--- src/rtl/divider_seq.sv ---
// -----------------------------------------------------------------------------
// divider_seq
//
// Multi-cycle restoring divider for unsigned or two's-complement operands,
// with an optional fixed-point quotient (FIXED_POINT fractional bits) and
// UNROLL quotient bits resolved per cycle.
//
// The core always divides magnitudes. Signs are fixed up in a single cycle
// after the iterations. Divide-by-zero bypasses the iterations entirely.
//
// Ports
//   ctl_clk     in   1        clock, rising edge
//   reset       in   1        asynchronous, active-high reset
//   trigger     in   1        start request, sampled while ready=1
//   a           in   C_WIDTH  dividend
//   b           in   C_WIDTH  divisor
//   signed_cal  in   1        1 = two's-complement operands, 0 = unsigned
//   ready       out  1        able to accept trigger
//   done        out  1        one-cycle pulse, results valid
//   q           out  C_WIDTH  quotient
//   r           out  C_WIDTH  remainder
//   div_zero    out  1        last operation had b=0
//   overflow    out  1        last quotient did not fit in C_WIDTH
//
// States
//   state | meaning
//   IDLE  | waiting for trigger
//   CALC  | restoring iterations, UNROLL quotient bits per cycle
//   FIX   | apply signs, detect overflow, latch internal result
//   DONE  | result latched; outputs and done update on the exit edge,
//         | trigger accepted here for back-to-back operation
// -----------------------------------------------------------------------------
module divider_seq #(
   parameter int C_WIDTH     = 16,
   parameter int FIXED_POINT = 0,
   parameter int UNROLL      = 1
) (
   input  logic               ctl_clk,
   input  logic               reset,
   input  logic               trigger,
   input  logic [C_WIDTH-1:0] a,
   input  logic [C_WIDTH-1:0] b,
   input  logic               signed_cal,
   output logic               ready,
   output logic               done,
   output logic [C_WIDTH-1:0] q,
   output logic [C_WIDTH-1:0] r,
   output logic               div_zero,
   output logic               overflow
);

   localparam int W     = C_WIDTH;
   localparam int F     = FIXED_POINT;
   localparam int N     = W + F;
   localparam int ITER  = N / UNROLL;
   localparam int CNT_W = $clog2(ITER + 1);

   localparam logic [N-1:0]     S_MIN_MAG = N'(64'd1 << (W - 1));
   localparam logic [N-1:0]     S_MAX_MAG = S_MIN_MAG - N'(1);
   localparam logic [CNT_W-1:0] CNT_LOAD  = CNT_W'(ITER - 1);
   localparam logic [W-1:0]     Q_MAX_POS = {1'b0, {(W-1){1'b1}}};
   localparam logic [W-1:0]     Q_MIN_NEG = {1'b1, {(W-1){1'b0}}};

   typedef enum logic [1:0] {
      IDLE = 2'd0,
      CALC = 2'd1,
      FIX  = 2'd2,
      DONE = 2'd3
   } state_t;

   state_t state;
   state_t state_nx;

   logic accept;
   logic step;
   logic finish;
   logic b_zero;

   // quo starts as the zero-extended dividend magnitude and fills with
   // quotient bits from the LSB side as dividend bits shift out of the MSB.
   logic [N-1:0]     quo;
   logic [N-1:0]     quo_nx;
   logic [W-1:0]     rem;
   logic [W-1:0]     rem_nx;
   logic [W-1:0]     dvs;
   logic [CNT_W-1:0] cnt;
   logic             op_s;
   logic             neg_q;
   logic             neg_r;

   logic [W-1:0]     res_q;
   logic [W-1:0]     res_r;
   logic             res_dz;
   logic             res_ov;

   logic [W-1:0]     mag_a;
   logic [W-1:0]     mag_b;
   logic [W-1:0]     q_fin;
   logic [W-1:0]     r_fin;
   logic             ov_u;
   logic             ov_fin;

   logic [W:0]       trial;
   logic             qbit;

   assign b_zero = (b == '0);

   // The magnitude of the most negative value is 2^(W-1), which still fits
   // as an unsigned W-bit number, so no extra bit is needed.
   assign mag_a = (signed_cal && a[W-1]) ? W'(-a) : a;
   assign mag_b = (signed_cal && b[W-1]) ? W'(-b) : b;

   // ---------------------------------------------------------------- FSM
   always_ff @(posedge ctl_clk or posedge reset) begin
      if (reset) begin
         state <= IDLE;
      end else begin
         state <= state_nx;
      end
   end

   always_comb begin
      state_nx = state;
      case (state)
         IDLE, DONE: begin
            if (trigger) begin
               state_nx = b_zero ? DONE : CALC;
            end else begin
               state_nx = IDLE;
            end
         end
         CALC: begin
            if (cnt == '0) begin
               state_nx = FIX;
            end
         end
         FIX:     state_nx = DONE;
         default: state_nx = IDLE;
      endcase
   end

   always_comb begin
      ready  = 1'b0;
      step   = 1'b0;
      finish = 1'b0;
      case (state)
         IDLE, DONE: ready  = 1'b1;
         CALC:       step   = 1'b1;
         FIX:        finish = 1'b1;
         default:    ready  = 1'b0;
      endcase
   end

   assign accept = ready & trigger;

   // ------------------------------------------------------- restoring core
   always_comb begin
      rem_nx = rem;
      quo_nx = quo;
      trial  = '0;
      qbit   = 1'b0;
      for (int i = 0; i < UNROLL; i++) begin
         trial  = {rem_nx, quo_nx[N-1]};
         qbit   = (trial >= {1'b0, dvs});
         // rem < dvs going in, so trial - dvs < dvs and fits in W bits
         rem_nx = qbit ? W'(trial - {1'b0, dvs}) : trial[W-1:0];
         quo_nx = {quo_nx[N-2:0], qbit};
      end
   end

   // ---------------------------------------------------- sign fix / range
   assign q_fin = neg_q ? W'(-quo[W-1:0]) : quo[W-1:0];
   assign r_fin = neg_r ? W'(-rem) : rem;

   // Unsigned overflow is any quotient bit above the W-bit window, which
   // only exists when fractional bits widen the magnitude.
   generate
      if (F > 0) begin : g_frac_ov
         assign ov_u = |quo[N-1:W];
      end else begin : g_int_ov
         assign ov_u = 1'b0;
      end
   endgenerate

   // A negative result may reach magnitude 2^(W-1); a positive one only
   // 2^(W-1)-1. This also flags min / -1.
   assign ov_fin = op_s ? (neg_q ? (quo > S_MIN_MAG) : (quo > S_MAX_MAG))
                        : ov_u;

   // ------------------------------------------------------------ datapath
   always_ff @(posedge ctl_clk or posedge reset) begin
      if (reset) begin
         quo    <= '0;
         rem    <= '0;
         dvs    <= '0;
         cnt    <= '0;
         op_s   <= 1'b0;
         neg_q  <= 1'b0;
         neg_r  <= 1'b0;
         res_q  <= '0;
         res_r  <= '0;
         res_dz <= 1'b0;
         res_ov <= 1'b0;
      end else begin
         if (accept) begin
            op_s <= signed_cal;
            if (b_zero) begin
               res_q  <= signed_cal ? (a[W-1] ? Q_MIN_NEG : Q_MAX_POS) : '1;
               res_r  <= a;
               res_dz <= 1'b1;
               res_ov <= 1'b0;
            end else begin
               quo   <= N'(mag_a) << F;
               rem   <= '0;
               dvs   <= mag_b;
               neg_q <= signed_cal & (a[W-1] ^ b[W-1]);
               neg_r <= signed_cal & a[W-1];
               cnt   <= CNT_LOAD;
            end
         end else if (step) begin
            quo <= quo_nx;
            rem <= rem_nx;
            cnt <= cnt - 1'b1;
         end else if (finish) begin
            res_q  <= q_fin;
            res_r  <= r_fin;
            res_dz <= 1'b0;
            res_ov <= ov_fin;
         end
      end
   end

   // Outputs are published on the edge that leaves DONE. A back-to-back
   // load on that same edge overwrites res_* only after the old values
   // have been copied out.
   always_ff @(posedge ctl_clk or posedge reset) begin
      if (reset) begin
         done     <= 1'b0;
         q        <= '0;
         r        <= '0;
         div_zero <= 1'b0;
         overflow <= 1'b0;
      end else begin
         done <= (state == DONE);
         if (state == DONE) begin
            q        <= res_q;
            r        <= res_r;
            div_zero <= res_dz;
            overflow <= res_ov;
         end
      end
   end

endmodule

--- config.mk ---
export PLATFORM = sky130hd
export DESIGN_NAME = divider_seq
export DESIGN_NICKNAME = d
export VERILOG_FILES = /design/src/rtl/divider_seq.sv
export SDC_FILE = /design/constraint.sdc
export NUM_CORES = 1
export LEC_CHECK = 0
export BUFFER_PORTS_ARGS = -buffer_cell sky130_fd_sc_hd__buf_2
export CAP_MARGIN = 20
export CORE_ASPECT_RATIO = 2
export CORE_UTILIZATION = 65
export CTS_CLUSTER_DIAMETER = 60
export CTS_CLUSTER_SIZE = 25
export DETAILED_ROUTE_END_ITERATION = 12
export GPL_TIMING_DRIVEN = 0
export HOLD_SLACK_MARGIN = 0.15
export PLACE_DENSITY = 0.86
export SETUP_SLACK_MARGIN = 0.3
export SYNTH_ARGS = -nofsm -noshare
export SYNTH_HDL_FRONTEND = slang
export SYNTH_SLANG_ARGS = --single-unit
--- constraint.sdc ---
create_clock -name ctl_clk -period 6 [get_ports ctl_clk]
set_input_delay 0.9 -clock ctl_clk [delete_from_list [all_inputs] [get_ports ctl_clk]]
set_output_delay 0.9 -clock ctl_clk [all_outputs]
set_load 0.05 [all_outputs]
# --- Word level (Yosys, flattened, before mapping) ---
# Cells that the tools add are included.
classes:
  order_cmp: 3
  add_sub_neg: 6
  muxes: 41
  reduce_logical: 11
  eq_ne: 7
  n_bitwise: 5
ops:
  columns: ["cell", "count"]
  rows:
  - ["$mux W16", 21]
  - ["$neg A16 Y16", 4]
  - ["$ge A17 B16 Y1", 1]
  - ["$gt A16 B15 Y1 const B", 1]
  - ["$gt A16 B16 Y1 const B", 1]
  - ["$logic_not A16 Y1", 1]
  - ["$sub A16 B16 Y16", 1]
  - ["$mux W5", 3]
  - ["$mux W1", 13]
  - ["$mux W2", 3]
  - ["$ne A2 B2 Y1 const B", 3]
  - ["$pmux W2 S3", 1]
  - ["$logic_not A5 Y1", 1]
  - ["$sub A5 B1 Y5 const B", 1]
  - ["$eq A2 B2 Y1 const B", 2]
  - ["$reduce_and A2 Y1", 2]
  - ["$reduce_bool A2 Y1", 2]
  - ["$and A1 B1 Y1", 3]
  - ["$reduce_and A3 Y1", 1]
  - ["$eq A2 B1 Y1 const B", 1]
  - ["$logic_and A1 B1 Y1", 2]
  - ["$logic_not A2 Y1", 1]
  - ["$ne A2 B1 Y1 const B", 1]
  - ["$reduce_or A2 Y1", 1]
  - ["other kinds (2)", 2]
word_totals:
  register_bits: 127

# --- Longest topological paths before layout ---
logic_depth:
  depth_word: 6
  mapped_depth: 13
  ltp_nobuf: 11

# --- Worst setup path after synthesis ---
# No wires, ideal clock.
synth_timing:
  path_type: "input to register"
  startpoint: "in b[0]"
  endpoint: "reg res_q[10]"
  n_path_buf: 1
  t_required_ps: 5881
  path_stages: 10
  arrival_ps: 2477
  slack_ps: 3404
  cell_sequence: "inv_1 ha_1 nor2b_1 nand4b_1 or3_1 o21ai_2 nand2_1 buf_2 a21oi_1 nor2_1"
synth_between:
  elab_chain_cells: 3
synth_rtl:
  columns: ["item", "line", "text"]
  rows:
  - ["start: declaration", "42", "input logic [C_WIDTH-1:0] b,"]
  - ["$logic_not A16 Y1", "106", "assign b_zero = (b == '0);"]
  - ["$ne A2 B1 Y1 (no line)", null, null]
  - ["$reduce_and A3 Y1 (no line)", null, null]
  - ["end signal: assignment", "208", "res_q <= signed_cal ? (a[W-1] ? Q_MIN_NEG : Q_MAX_POS) : '1;"]
  - ["end signal: assignment", "225", "res_q <= q_fin;"]
  - ["end: declaration", "91", "logic [W-1:0] res_q;"]
# No other way between the ends.
# A chain may end at the register's enable or synchronous reset.

# --- Worst setup path after layout ---
layout_timing:
  startpoint: "in b[0]"
  endpoint: "reg quo[2]"
layout_between:
  elab_chain_cells: 3
layout_rtl:
  columns: ["item", "line", "text"]
  rows:
  - ["$logic_not A16 Y1", "106", null]
  - ["$ne A2 B2 Y1 (no line)", null, null]
  - ["$reduce_and A2 Y1 (no line)", null, null]
  - ["end signal: assignment", "213", "quo <= N'(mag_a) << F;"]
  - ["end signal: assignment", "221", "quo <= quo_nx;"]
  - ["end: declaration", "81", "logic [N-1:0] quo;"]
# No other way between the ends.

==> results_dict.tcl <==
set metrics [dict create \
    status "finished, final reports clean" \
    die-area_um2 12100 \
    clkPwrFrac_pct 21.4 \
    drcViolationCount 0 \
    htree_num_levels 4 \
    start_util_pct 66.9 \
    ys_ff_latch 127 \
    wirelength_mm 22.3 \
    use_met3_pct 8.73 \
    drive_above_1_share_pct 17.2 \
    cts_tree "done" \
    layoutNonFillerInstCount 1092 \
    gp_congestion 0.990 \
    post-route-period-util_pct 49.4 \
    busiest_layer "met2" \
    row_count 55 \
    p_int_mw 2.62 \
    die_x_um 78.2 \
    vdd_drop_max_mv 0.366 \
    final_cell_mix "dfrtp_1 (127), nand2_1 (126), o21ai_0 (79)" \
    cp_slowest_stage_delay_ps 610 \
    p_leak_nw 4.03 \
    vias 6873 \
    min_period_ps 2960 \
    syn_inst 847 \
    clkSinkCount 127 \
    rsz0062_at_grt "false" \
    worst-setup-path-type "in2reg" \
    drt-initial-drc-count 500 \
    grtUsageMet1_pct 37.6 \
    antenna_found_initial 0 \
    cts_setup_buffers 0 \
    tns_ps 0 \
    syn_avg_cell_area_um2 8.91 \
    wl_per_cell_um 20.4 \
    fin_area_um2 8720 \
    grt_use_met2_pct 68.1 \
    worstSetupStartpointType "primary input" \
    placed_cell_area_um2 8110 \
    fmaxAchievable_mhz 337 \
    netlist_area_um2 7550 \
    crit_path_end_kind "flop" \
    area_growth_pct 15.5 \
    firstDrtPassIters 5 \
    diodes 0 \
    final_nets 999 \
    clockRootBuffer "clkbuf_16" \
    syn-num-nets 909 \
    setup_viol_count_final 0 \
    dp.cells 1060 \
    r2r_start "state[0]" \
    max_cap_viol_count 0 \
    portBuffers 70 \
    die_h_um 154 \
    max-slew-margin-rel_pct 48.4 \
    dp_worst_setup_slack_ps 2680 \
    grt_pass1_vias 7092 \
    synth_top_flop_cell "dfrtp_1" \
    synthArstFlopShare_pct 100 \
    cp.required_ps 6270 \
    p_per_area_nw_per_um2 570 \
    hold_ws_ps 466 \
    total_power_mw 4.97 \
    switching_share_pct 47.3 \
    clkSlewWorstSetupHoldPaths_ps 60 \
    finalWorstSetupSlack_ps 3040 \
    r2r_end "res_ov" \
    reg2reg_depth 8 \
    skew_ps 7.76 \
    crit_chain "buf_2 -> inv_1 -> ha_1 -> nor2b_1 -> nand4b_1 -> or3_1 -> o21ai_2 -> clkbuf_1 -> o21ai_0" \
    core_area_um2 11300 \
    layout_commonest_cell "dfrtp_1" \
    clkLatencyLatePin_ps 420 \
    fin_util_pct 77.3 \
    combPwrFrac_pct 50.4 \
    synth_enable_flop_cells 0 \
    min_path_type "in2async" \
    yosys.area.top_type_share_pct 42.1 \
    reg2reg_slack_ps 3050 \
    grt_pass1_wl_mm 35.4 \
    p_sw_mw 2.35 \
    yosysTopAreaCell "dfrtp_1" \
    synth_area_leaders "dfrtp_1 (42%), nand2_1 (6.3%), o21ai_0 (5.2%)" \
    dp_hpwl_mm 16.2 \
    grt_overflow 0 \
    ant_nets 0 \
    max_slew.worst_pin.slew_ps 767 \
    yosys_warnings 0 \
    top_level_ports 72 \
    synth.distinct_cells 57 \
    clk_path_buf_depth 2 \
    slew_viol_final 0 \
    cp_slowest_cell "or3_1" \
    cts-resized-gates 0 \
    viasPerCell 6.29 \
    yosysSeqAreaShare_pct 42.1 \
    track_usage_pct 39.4 \
    grt_max_degree 88 \
    path_max_fanout 10 \
    holdBufCountCts 0 \
    hold_viol_final 0 \
    p_seq_share_pct 28.3 \
    critPathArrivalTime_ps 3240 \
    cts_buffers 17 \
]
-- metal layers --
layer  vias to the layer above  share of wire (%)  routed length [µm]
met5                         -                  0                   0
met4                         0                 10                2280
met3                       145                6.3                1390
met2                       356                 51               11400
met1                      3226                 32                7230
li1                       3146                  -                   -
-- state kept, by name (all words and copies together), names as in the netlist --
name / cells
op_s: 1
neg_q: 1
state: 2
overflow: 1
rem: 16
q: 16
dvs: 16
div_zero: 1
res_q: 16
res_dz: 1
r: 16
quo: 16
res_ov: 1
res_r: 16
done: 1
cnt: 5
neg_r: 1
-- worst max path at each step --
stage | start | to | slack (ps) | cells after the start
after CTS | b[0] | quo[5] | 3090 | 9
after global placement | reset | r[8] | 420 | 2
after floorplan | reset | cnt[0] | 1720 | 1
after global routing | b[0] | rem[14] | 2820 | 10
final | b[0] | quo[2] | 3040 | 9
after detailed placement | b[0] | quo[2] | 2680 | 9
-- power groups by stage --
stage	clock (mW)	sequential (mW)	combinational, mW
final	1.06	1.41	2.50
after global routing	1.10	1.44	2.71
after CTS	1.06	1.40	2.46
after detailed placement	0	1.41	2.41
after global placement	0	1.39	2.34
after floorplan	0	1.67	1.48
-- cells in the mapped netlist, drive strengths merged (2+ instances only) --
cell / n
xnor2: 37
nor4: 10
clkbuf: 35
nor2b: 7
nor2: 78
nand3b: 4
a21oi: 56
a31oi: 5
o31ai: 13
nand4: 5
xor2: 27
inv: 32
or2: 3
o221ai: 2
and2: 6
nor3b: 2
nand2b: 5
nand2: 126
a21o: 9
ha: 25
buf: 15
or4: 2
mux2: 34
mux2i: 10
o211ai: 10
nor3: 21
a221oi: 4
and3: 5
o211a: 2
a221o: 8
dfrtp: 127
or3: 9
o21ai: 81
o311ai: 4
o41ai: 6
a211oi: 3
nand3: 9
-- cell families (layout without fill, tap and decap cells) --
family                   after synthesis  in the layout  synth area share [%]
AO/OA/AOI/OAI                        210            210                  17.2
XOR/XNOR                              64             64                  7.42
multiplexers                          44             44                  6.40
buffers and inverters                 82            185                  4.71
AND/OR/NAND/NOR                      294            294                  17.7
adder cells (fa/ha/maj)               26             26                  4.41
flip-flops                           127            127                  42.1
-- worst max-delay path: cells and delay by family --
family,cells,cell delay (ps)
simple gates,3,1070
buf+inv,3,660
compound gates,2,370
fa+ha+maj,1,220
-- cell type report --
type	count	area, µm²
multi-input cells	638	4020
flip-flops and latches	127	3180
fillers	769	2560
clock buffers	18	439
repair buffers	71	378
plain buffers	50	235
well taps	142	178
clock inverters	14	170
inverters	32	125
No activity file was read; power rests on OpenSTA's default activity.
